===== src/rtl/pea_pkg.sv =====
// Shared constants for the command fetch path and the execution FSM:
// opcodes, field widths, fetch state encoding and the address-width helper.
package pea_pkg;

   localparam int OPC_W = 3;

   localparam logic [OPC_W-1:0] OPC_STP = 3'b000;
   localparam logic [OPC_W-1:0] OPC_EVP = 3'b001;
   localparam logic [OPC_W-1:0] OPC_EVB = 3'b010;
   localparam logic [OPC_W-1:0] OPC_RST = 3'b011;

   typedef enum logic [2:0] {
      S_IDLE,
      S_FETCH,
      S_CAPT,
      S_EXT_WAIT,
      S_EXT_FETCH,
      S_EXT_CAPT,
      S_ISSUE,
      S_ILL
   } state_t;

   function automatic int log2(input int n);
      int r;
      r = 0;
      for (int i = 0; i < 31; i++)
         if ((1 << i) < n) r = i + 1;
      return r;
   endfunction

endpackage


===== src/rtl/cmd_opc_decode.sv =====
// Opcode classifier shared by command fetch and the execution FSM.
// Codes with the top bit set are illegal.
module cmd_opc_decode
   import pea_pkg::*;
(
   input  logic [OPC_W-1:0] opcode,
   output logic             is_two_word,
   output logic             is_legal,
   output logic             is_rst
);

   always_comb begin
      is_two_word = 1'b0;
      is_legal    = 1'b0;
      is_rst      = 1'b0;
      case (opcode)
         OPC_STP: begin
            is_legal    = 1'b1;
            is_two_word = 1'b1;
         end
         OPC_EVP: is_legal = 1'b1;
         OPC_EVB: begin
            is_legal    = 1'b1;
            is_two_word = 1'b1;
         end
         OPC_RST: begin
            is_legal = 1'b1;
            is_rst   = 1'b1;
         end
         default: ;
      endcase
   end

endmodule


===== src/rtl/cmd_fetch.sv =====
// Command fetch/decode stage: reads tokens from the Command RAM and issues
// 1/2-word instructions. CMD_FETCH_ILLEGAL_TRAP_EN makes illegal opcodes trap.
module cmd_fetch
   import pea_pkg::*;
#(
   parameter  int word_size   = 16,
   parameter  int buffer_size = 1024,
   localparam int AW          = log2(buffer_size),
   localparam int ARG_W       = word_size - OPC_W
) (
   input  logic                 clk,
   input  logic                 rst,
   input  logic [AW-1:0]        cmd_wr_addr,
   output logic                 ram_rd_en,
   output logic [AW-1:0]        ram_rd_addr,
   input  logic [word_size-1:0] ram_rd_data,
   output logic                 instr_valid,
   input  logic                 instr_ready,
   output logic [OPC_W-1:0]     instr_opcode,
   output logic [ARG_W-1:0]     instr_arg,
   output logic [word_size-1:0] instr_ext,
   output logic                 flush,
   output logic                 err
);

   state_t state;
   state_t state_nxt;

   logic [AW-1:0]    rd_ptr;
   logic             non_empty;
   logic             accept;
   logic [OPC_W-1:0] dec_opc;
   logic             dec_two;
   logic             dec_legal;
   logic             dec_rst;

   assign non_empty = (rd_ptr != cmd_wr_addr);
   assign accept    = (state == S_ISSUE) && instr_ready;

   // Classify the fresh RAM word in CAPT, the held opcode otherwise.
   assign dec_opc = (state == S_CAPT)
                  ? ram_rd_data[word_size-1 -: OPC_W]
                  : instr_opcode;

   cmd_opc_decode u_dec (
      .opcode      (dec_opc),
      .is_two_word (dec_two),
      .is_legal    (dec_legal),
      .is_rst      (dec_rst)
   );

   always_ff @(posedge clk or negedge rst) begin
      if (!rst) state <= S_IDLE;
      else      state <= state_nxt;
   end

   always_comb begin
      state_nxt = state;
      unique case (state)
         S_IDLE:      if (non_empty) state_nxt = S_FETCH;
         S_FETCH:     state_nxt = S_CAPT;
         S_CAPT: begin
            if (!dec_legal)   state_nxt = S_ILL;
            else if (dec_two) state_nxt = S_EXT_WAIT;
            else              state_nxt = S_ISSUE;
         end
         S_EXT_WAIT:  if (non_empty) state_nxt = S_EXT_FETCH;
         S_EXT_FETCH: state_nxt = S_EXT_CAPT;
         S_EXT_CAPT:  state_nxt = S_ISSUE;
         S_ISSUE:     if (instr_ready) state_nxt = S_IDLE;
`ifdef CMD_FETCH_ILLEGAL_TRAP_EN
         S_ILL:       state_nxt = S_ILL;
`else
         S_ILL:       state_nxt = S_IDLE;
`endif
      endcase
   end

   always_comb begin
      ram_rd_en   = (state == S_FETCH) || (state == S_EXT_FETCH);
      ram_rd_addr = rd_ptr;
      instr_valid = (state == S_ISSUE);
   end

   // Fields only move in the capture states, so they hold under backpressure.
   always_ff @(posedge clk or negedge rst) begin
      if (!rst) begin
         rd_ptr       <= '0;
         instr_opcode <= '0;
         instr_arg    <= '0;
         instr_ext    <= '0;
         flush        <= 1'b0;
      end else begin
         flush <= 1'b0;
         if (state == S_CAPT) begin
            instr_opcode <= ram_rd_data[word_size-1 -: OPC_W];
            instr_arg    <= ram_rd_data[ARG_W-1:0];
            instr_ext    <= '0;
            rd_ptr       <= rd_ptr + 1'b1;
         end
         if (state == S_EXT_CAPT) begin
            instr_ext <= ram_rd_data;
            rd_ptr    <= rd_ptr + 1'b1;
         end
         if (accept && dec_rst) begin
            flush  <= 1'b1;
            rd_ptr <= '0;
         end
      end
   end

`ifdef CMD_FETCH_ILLEGAL_TRAP_EN
   always_ff @(posedge clk or negedge rst) begin
      if (!rst)                err <= 1'b0;
      else if (state == S_ILL) err <= 1'b1;
   end
`else
   assign err = 1'b0;
`endif

endmodule


===== config.mk =====
export PLATFORM = sky130hd
export DESIGN_NAME = cmd_fetch
export DESIGN_NICKNAME = d
export VERILOG_FILES = /design/src/rtl/pea_pkg.sv /design/src/rtl/cmd_opc_decode.sv /design/src/rtl/cmd_fetch.sv
export SDC_FILE = /design/constraint.sdc
export NUM_CORES = 1
export LEC_CHECK = 0
export CAP_MARGIN = 30
export CORE_MARGIN = 8
export CORE_UTILIZATION = 45
export CTS_BUF_LIST = sky130_fd_sc_hd__clkbuf_4 sky130_fd_sc_hd__clkbuf_8 sky130_fd_sc_hd__clkbuf_16
export CTS_CLUSTER_DIAMETER = 40
export DETAILED_ROUTE_END_ITERATION = 8
export HOLD_SLACK_MARGIN = 0.1
export PLACE_DENSITY = 0.8
export REMOVE_ABC_BUFFERS = 1
export SYNTH_ARGS = -nofsm -noshare
export SYNTH_HDL_FRONTEND = slang
export SYNTH_HIERARCHICAL = 1
export SYNTH_SLANG_ARGS = --single-unit

===== constraint.sdc =====
create_clock -name clk -period 2.5 [get_ports clk]
set_input_delay 0.25 -clock clk [delete_from_list [all_inputs] [get_ports clk]]
set_output_delay 0.25 -clock clk [all_outputs]
set_load 0.05 [all_outputs]

==> impl_metrics.ini, run 1 <==
[drt]
drtAntennaViolNets = 0
drtIter0Drc = 77
viasPerCell = 5.13
num_vias = 1682
wl_per_cell_um = 16.7
drt-pass1-iter-count = 4
drc = 0
totalWireLength_um = 5490

[setup_path]
cp-start-kind = register
critPathMaxFanout = 22
required_ns = 2.66
slowest_delay_ns = 0.57
cpMostUsedCell = nand2_1
cpMaxStageDelayCell = or3b_4
crit_path_cell_trace = or3b_4 > nand2_1 > nand2_1 > and3b_1 > and3_1 > nor2_1
setup.worst_path.class = reg -> reg
crit_path_end_kind = register
cp_data_arrival_time_ns = 2.38

[cells_and_area]
seq_area_um2 = 1150
fillers = 378
syn_to_final_growth_pct = 41.4
final_common_cell = clkdlybuf4s50_1
final_core_util_pct = 64.8
mostFrequentLayoutCells = 72 x clkdlybuf4s50_1, 55 x nand2_1, 46 x dfrtp_1
final_cells = 328
multiInputGateArea_um2 = 880
drive_above_1_share_pct = 8.76
diodes = 0
nets = 303

[timing]
drv_slew = 0
rsz0062_at_grt = false
min_period_ns = 2.22
hold_viol_final = 0
setup-violations-final = 0
skew_ns = 0.00393
tns_ns = 0
max_freq_mhz = 451
tightest_slew_ns = 0.557
relSlewSlack_pct = 62.9
final.setup.worst_slack_ns = 0.284
fin_crit_sh_pct = 88.6

[clocking]
tritoncts = yes
clk_latency_ns = 0.29
cts_resized = 0
clock-sinks = 46
clock_path_buffers = 2
cts_buffers = 5
path_clk_slew_ns = 0.09
htreeDepth = 2
post_cts.repair.setup_buffers = 0
clockRootBuffer = clkbuf_8

[global_routing]
grt_busiest_layer = met2
met1_usage_pct = 18.7
track_usage_pct = 15.3
grt_pass1_vias = 1803
antenna_found_initial = 0
grt.overflow.total = 0
grtUsageMet2_pct = 25.6
grt_max_degree = 25
grt_pass1_wl_um = 8970
grtUsageMet3_pct = 3.32

[power]
totalPowerFinal_mw = 4.37
irDropWorstVdd_uv = 614
leakage_nw = 1.37
p_per_area_nw_per_um2 = 1460

[placed_design]
dp_cells = 319
post-place-ws_ns = 0.312
gp_congestion = 0.750
port-buffer-count = 73
detailed_place_hpwl_um = 3960

[status]
outcome = completed

[synthesis]
syn_inst = 202
synth_seq_cells = 46
ys_types = 36
ys_seq_area_share_pct = 54.3
netlist_area_um2 = 2120
synth_edf_count = 0
async_reset_ff_share_pct = 100
synth_area_per_cell_um2 = 10.5
synthFlopType = dfrtp_1
ys_warn_count = 6

[floorplan]
die_w_um = 84.6
initial_utilization_pct = 45.8
die-area_um2 = 7160
dieHeight_um = 84.6
fp-row-count = 25
core_area_um2 = 4630
ios = 75

[min_path]
hold_path_class = in -> async

[run]
cap_viol_max_count = 0
-- per-stage QoR --
stage	hold WS, ns	cell area [um^2]
floorplan	-0.0456	2040
CTS	0.482	3000
global route	0.509	3000
finish	0.476	3000
global placement	0.458	2850
detailed placement	0.273	2870
-- final timing paths --
check	slack, ns	depth (start not counted)	from	to
min in group clk	0.48	2	instr_arg[11]$_DFFE_PN0P_	instr_arg[11]$_DFFE_PN0P_
max in group asynchronous	1.52	3	rst	instr_arg[9]$_DFFE_PN0P_
worst max-delay path	0.28	6	state[1]$_DFFE_PN0P_	ram_rd_addr[2]$_DFFE_PN0P_
worst max register to register	0.28	6	state[1]$_DFFE_PN0P_	ram_rd_addr[2]$_DFFE_PN0P_
worst min register to register	0.48	2	instr_arg[11]$_DFFE_PN0P_	instr_arg[11]$_DFFE_PN0P_
worst min-delay path	0.48	2	rst	state[1]$_DFFE_PN0P_
-- power breakdown --
part           switching [mW]  internal (mW)  total (mW)
logic                    1.65          0.865        2.52
registers               0.259           1.03        1.29
clock network           0.255          0.309       0.564
-- synth_stat cells (2+ instances only) --
cell type	number	area share, %
nand2_1	55	9.7
dfrtp_1	46	54
a22o_1	16	6.6
xor2_1	14	5.8
nor2_1	10	1.8
xnor2_1	7	2.9
a21oi_1	5	1.2
buf_2	5	1.2
buf_4	4	1.4
o21ai_0	4	0.94
nand3_1	3	0.71
nor4_1	3	0.89
a2111oi_2	2	1.4
a211oi_2	2	1.2
and3b_2	2	0.94
clkbuf_1	2	0.35
inv_1	2	0.35
nor2_2	2	0.59
-- area by class of cell --
cell class | count | area share (%)
Sequential cell | 46 | 38.4
Multi-Input combinational cell | 141 | 29.3
Timing Repair Buffer | 77 | 26.0
Clock buffer | 6 | 2.55
Tap cell | 54 | 2.25
Clock inverter | 2 | 1.25
Inverter | 2 | 0.250
-- metal layers --
layer | vias to the layer above | routed length (um)
met4 | 0 | 86
li1 | 815 | -
met1 | 816 | 2420
met5 | - | 0
met3 | 9 | 267
met2 | 42 | 2720
-- state kept, by name, indices dropped and copies added (netlist names) --
register / flops
flush: 1
instr_arg: 13
instr_ext: 16
instr_opcode: 3
ram_rd_addr: 10
state: 3
-- cell families after synthesis --
logic type	Yosys count	synth area share, %
other	1	0.177
and+or+nand+nor	84	18.8
DFF	46	54.3
adders and majority gates	1	0.590
buffers and inverters	15	4.19
muxes	1	0.531
AOI/OAI and AO/OA	33	12.7
xor gates and xnor gates	21	8.68
-- critical path: cells and delay by family (launching register included) --
| family | cells | cell delay (ns) |
|---|---|---|
| simple gates | 6 | 1.53 |
| flops | 1 | 0.55 |
-- timing repair --
item                                    in CTS  in global routing
endpoints found under the setup margin       0                  0
endpoints found under the hold margin       22                  0
hold buffers                                 1                  0
No activity file was read; power rests on OpenSTA's default activity.
==> inputs of run 2 (changes only) <==
--- a/config.mk
+++ b/config.mk
@@ -13,7 +13,6 @@
 export DETAILED_ROUTE_END_ITERATION = 8
 export HOLD_SLACK_MARGIN = 0.1
 export PLACE_DENSITY = 0.8
-export REMOVE_ABC_BUFFERS = 1
 export SYNTH_ARGS = -nofsm -noshare
 export SYNTH_HDL_FRONTEND = slang
 export SYNTH_HIERARCHICAL = 1
==> impl_metrics.ini, run 2 (synthesis gave the netlist of run 1 again) <==
[cells_and_area]
nets = 303
syn_to_final_growth_pct = 40.4
final_cells = 327
mostFrequentLayoutCells = 72 x clkdlybuf4s50_1, 55 x nand2_1, 46 x dfrtp_1
final_core_util_pct = 64.3
largest_reg_flops = 16
diodes = 0
final_common_cell = clkdlybuf4s50_1
drive_above_1_share_pct = 8.42
top_register = instr_ext

[timing]
fin_crit_sh_pct = 87.7
min_period_ns = 2.19
setup-violations-final = 0
rsz0062_at_grt = false
skew_ns = 0.00257
relSlewSlack_pct = 61.3
tns_ns = 0
max_freq_mhz = 456
hold_ws_ns = 0.482
drv_slew = 0
tightest_slew_ns = 0.581
hold_viol_final = 0

[drt]
drt-pass1-iter-count = 4
drtIter0Drc = 87
totalWireLength_um = 5460
viasPerCell = 5.23
drtAntennaViolNets = 0
num_vias = 1709
drc = 0
wl_per_cell_um = 16.7

[global_routing]
grt_pass1_wl_um = 9030
track_usage_pct = 15.7
grt_pass1_vias = 1745
grt_max_degree = 26
grt.overflow.total = 0
antenna_found_initial = 0

[power]
leakage_nw = 1.36
p_per_area_nw_per_um2 = 1450
irDropWorstVdd_uv = 684

[setup_path]
reg2reg_to = ram_rd_addr[5]$_DFFE_PN0P_
cp-start-kind = register
crit_path_end_kind = output pin
critPathMaxFanout = 11
worst-path-buf-inv = 1
r2r_start = state[2]$_DFFE_PN0P_
r2r_cells = 6
slowest_delay_ns = 0.80
required_ns = 2.25
startpoint = state[2]$_DFFE_PN0P_
rrSetupSlack_ns = 0.31
crit_path_cell_trace = and3b_2 > clkdlybuf4s50_1
crit_path_end = instr_valid
setup.worst_path.class = reg -> out
worst_path_dominant_cell_family = buffers and inverters
cpMaxStageDelayCell = clkdlybuf4s50_1
cp_data_arrival_time_ns = 1.94
cp.depth = 2

[placed_design]
port-buffer-count = 73
gp_congestion = 0.802
dp_cells = 319
detailed_place_hpwl_um = 4000

[clocking]
clk_latency_ns = 0.29
path_clk_slew_ns = 0.08
cts_resized = 0
clock_path_buffers = 2
tritoncts = yes
clock-sinks = 46
htreeDepth = 2
cts_buffers = 5
clockRootBuffer = clkbuf_8

[floorplan]
core_area_um2 = 4630
die-area_um2 = 7160
fp-row-count = 25
initial_utilization_pct = 45.8
die_w_um = 84.6
dieHeight_um = 84.6
ios = 75

[status]
outcome = completed

[min_path]
hold_path_class = reg -> reg

[run]
cap_viol_max_count = 0

[synthesis]
synth_nets = 232
## run 2: changes by cell type in the layout (fill, tap and decap cells not counted)
cell,change
buf_16,-1
buf_4,+1
clkbuf_8,+1
clkbuf_4,-1
clkinvlp_4,-1
## run 2: layer usage
metal | wire length (um) | global-route usage, % | share of wire (%)
met1 | 2270 | 18.2 | 42
met2 | 2850 | 27.6 | 52
met4 | 65 | 4.85 | 1.2
met5 | 0 | 0 | 0
met3 | 268 | 3.80 | 4.9
## run 2: power by group
| part | internal, mW | switching [mW] | total (mW) |
|---|---|---|---|
| Clock | 0.320 | 0.235 | 0.555 |
| Combinational | 0.859 | 1.60 | 2.46 |
| Sequential | 1.03 | 0.286 | 1.31 |
| Total | 2.21 | 2.12 | 4.33 |
## run 2: worst min-delay path, delay by kind of cell (launching register included)
kind	cells	cell delay [ns]
DFF	1	0.35
and+or+nand+nor	2	0.11
## run 2: worst min-delay path by stage
stage                                          from  slack (ns)                   endpoint  cells past startpoint
after floorplan                                 rst       -0.05            flush$_DFF_PN0_                      0
after global placement                          rst        0.28   instr_ext[7]$_DFFE_PN0P_                      1
after detailed placement                        rst        0.27  instr_ext[15]$_DFFE_PN0P_                      1
after CTS                                       rst        0.49       state[1]$_DFFE_PN0P_                      2
after global routing      instr_arg[11]$_DFFE_PN0P_        0.51  instr_arg[11]$_DFFE_PN0P_                      2
final                     instr_arg[11]$_DFFE_PN0P_        0.48  instr_arg[11]$_DFFE_PN0P_                      2
## run 2: stage by stage
| stage | total power [mW] | setup WS (ns) | instance area (um^2) |
|---|---|---|---|
| 6_report | 4.33 | 0.308 | 2980 |
| 5_1_grt | 4.58 | 0.0941 | 2980 |
| 4_1_cts | 4.36 | 0.276 | 2980 |
| 3_5_place_dp | 3.80 | 0.307 | 2850 |
| 3_3_place_gp | 3.76 | 0.370 | 2850 |
| 2_1_floorplan | 3.02 | 0.502 | 2120 |
## run 2: final cells by class
class | instances | area, um^2
repair buffers | 77 | 758
clock inverters | 1 | 30.0
well taps | 54 | 67.6
fillers | 373 | 1650
clock buffers | 6 | 82.6
inverters | 2 | 7.51
flip-flops and latches | 46 | 1150
multi-input cells | 141 | 880
## run 2: repair_timing
action / 4_1_cts / 5_1_grt
endpoints found under the hold margin: 24 / 0
endpoints found under the setup margin: 0 / 0
setup buffers: 0 / 0
hold buffers: 1 / 0
==> inputs of run 3 (changes only) <==
--- a/config.mk
+++ b/config.mk
@@ -7,12 +7,12 @@
 export LEC_CHECK = 0
 export CAP_MARGIN = 30
 export CORE_MARGIN = 8
-export CORE_UTILIZATION = 45
+export CORE_UTILIZATION = 48
 export CTS_BUF_LIST = sky130_fd_sc_hd__clkbuf_4 sky130_fd_sc_hd__clkbuf_8 sky130_fd_sc_hd__clkbuf_16
 export CTS_CLUSTER_DIAMETER = 40
 export DETAILED_ROUTE_END_ITERATION = 8
+export DONT_BUFFER_PORTS = 1
 export HOLD_SLACK_MARGIN = 0.1
-export PLACE_DENSITY = 0.8
 export SYNTH_ARGS = -nofsm -noshare
 export SYNTH_HDL_FRONTEND = slang
 export SYNTH_HIERARCHICAL = 1
==> impl_metrics.ini, run 3 (synthesis gave the netlist of run 1 again) <==
[status]
outcome = completed

[cells_and_area]
drive_above_1_share_pct = 14.9
multiInputGateArea_um2 = 880
mostFrequentLayoutCells = 55 x nand2_1, 46 x dfrtp_1, 17 x dlygate4sd3_1
top_register = instr_ext
diodes = 0
final_common_cell = nand2_1
final_cells = 280
fillers = 390
seq_area_um2 = 1150
syn_to_final_growth_pct = 18.1
largest_reg_flops = 16
nets = 257

[clocking]
cts_hold_buf = 18
cts_resized = 0
clock_path_buffers = 2
path_clk_slew_ns = 0.09
cts_buffers = 5
tritoncts = yes
htreeDepth = 2
clock-sinks = 46
post_cts.repair.setup_buffers = 0
clockRootBuffer = clkbuf_8
clk_latency_ns = 0.30

[placed_design]
gp_congestion = 0.816
dp_cells = 254
detailed_place_hpwl_um = 3620
port-buffer-count = 0

[min_path]
hold_depth = 1
hp-start = ram_rd_data[5]
hold_end = instr_ext[5]$_DFFE_PN0P_
hold_path_class = in -> reg

[power]
p_per_area_nw_per_um2 = 1530
p_clk_share_pct = 13.0
totalPowerFinal_mw = 3.84
power.share.sequential_pct = 52.2
leakage_nw = 1.22
irDropWorstVdd_uv = 646
power_switching_mw = 2.07
p_sw_share_pct = 54.1
combPwrFrac_pct = 34.9
internal_power_mw = 1.76

[timing]
fin_crit_sh_pct = 87.8
relSlewSlack_pct = 63.3
min_period_ns = 2.19
tns_ns = 0
tightest_slew_ns = 0.550
max_freq_mhz = 456
hold_viol_final = 0
hold_ws_ns = 0.111
setup-violations-final = 0
drv_slew = 0
rsz0062_at_grt = false
skew_ns = 0.00702

[global_routing]
grt_pass1_wl_um = 8000
track_usage_pct = 15.5
grt_pass1_vias = 1508
grt_max_degree = 47
grt.overflow.total = 0
antenna_found_initial = 0

[floorplan]
ios = 75
core_area_um2 = 4290
fp-row-count = 24
die-area_um2 = 6800
die_w_um = 82.5
initial_utilization_pct = 49.4
dieHeight_um = 82.5

[setup_path]
cp-start-kind = register
r2r_start = state[1]$_DFFE_PN0P_
r2r_cells = 6
crit_path_end_kind = register
rrSetupSlack_ns = 0.31
critPathMaxFanout = 22
reg2reg_to = ram_rd_addr[4]$_DFFE_PN0P_
required_ns = 2.68
setup.worst_path.class = reg -> reg
cp_data_arrival_time_ns = 2.37

[drt]
met1_length_um = 2080
drtIter0Drc = 86
wl_met2_um = 2530
totalWireLength_um = 5170
drt-pass1-iter-count = 4
wl_met3_um = 515
drtAntennaViolNets = 0
num_vias = 1522
drc = 0
viasPerCell = 5.44
wl_per_cell_um = 18.5
top_layer = met4

[run]
cap_viol_max_count = 0

[synthesis]
synth_nets = 232
-- run 3: cell types whose count changed in the layout (fill, tap and decap cells not counted), sizes merged --
cell,previous run,this run
clkdlybuf4s50,72,0
dlygate4sd3,1,17
buf,4,14
bufinv,1,0
clkbuf,6,7
clkinv,0,1
-- run 3: layout make-up --
type / count / share of cell area [%]
clock buffers: 7 / 3.85
clock inverters: 1 / 0.350
inverters: 2 / 0.300
multi-input cells: 141 / 35.1
flip-flops and latches: 46 / 46.0
well taps: 52 / 2.60
repair buffers: 31 / 11.8
-- run 3: power groups by stage --
| stage | sequential (mW) | clock (mW) | combinational (mW) |
|---|---|---|---|
| 3_3_place_gp | 2.02 | 0 | 1.27 |
| 6_report | 2.00 | 0.498 | 1.34 |
| 3_5_place_dp | 2.02 | 0 | 1.30 |
| 5_1_grt | 2.04 | 0.541 | 1.48 |
| 2_1_floorplan | 2.08 | 0 | 0.935 |
| 4_1_cts | 2.01 | 0.519 | 1.35 |
-- run 3: worst max path at each step --
stage                                            end  slack, ns            startpoint  cells after the start
final                     ram_rd_addr[4]$_DFFE_PN0P_       0.31  state[1]$_DFFE_PN0P_                      6
after global routing      ram_rd_addr[3]$_DFFE_PN0P_       0.13  state[1]$_DFFE_PN0P_                      6
after CTS                 ram_rd_addr[4]$_DFFE_PN0P_       0.32  state[1]$_DFFE_PN0P_                      6
after detailed placement  ram_rd_addr[6]$_DFFE_PN0P_       0.32  state[1]$_DFFE_PN0P_                      6
after global placement    ram_rd_addr[5]$_DFFE_PN0P_       0.41  state[1]$_DFFE_PN0P_                      6
after floorplan           ram_rd_addr[0]$_DFFE_PN0P_       0.50  state[0]$_DFFE_PN0P_                      9
-- run 3: worst max-delay path, cell delays in order, from the launching register on --
cell	delay (ns)
dfrtp_1	0.51
or3b_4	0.56
nand2_1	0.11
nand2_1	0.11
and3b_1	0.23
and3_1	0.44
nor2_1	0.11
-- run 3: metal layers --
layer / up-vias / GRT usage, %
met3: 6 / 6.28
met5: - / 0
met1: 733 / 18.2
met4: 0 / 4.74
met2: 57 / 25.2
li1: 726 / -
-- run 3: metrics by stage --
step | area, um^2 | util (%) | setup slack, ns
2_1_floorplan | 2120 | - | 0.502
3_3_place_gp | 2200 | 51.3 | 0.408
3_5_place_dp | 2200 | 51.3 | 0.321
4_1_cts | 2500 | 58.3 | 0.323
5_1_grt | 2500 | 58.3 | 0.130
6_report | 2500 | 58.3 | 0.306
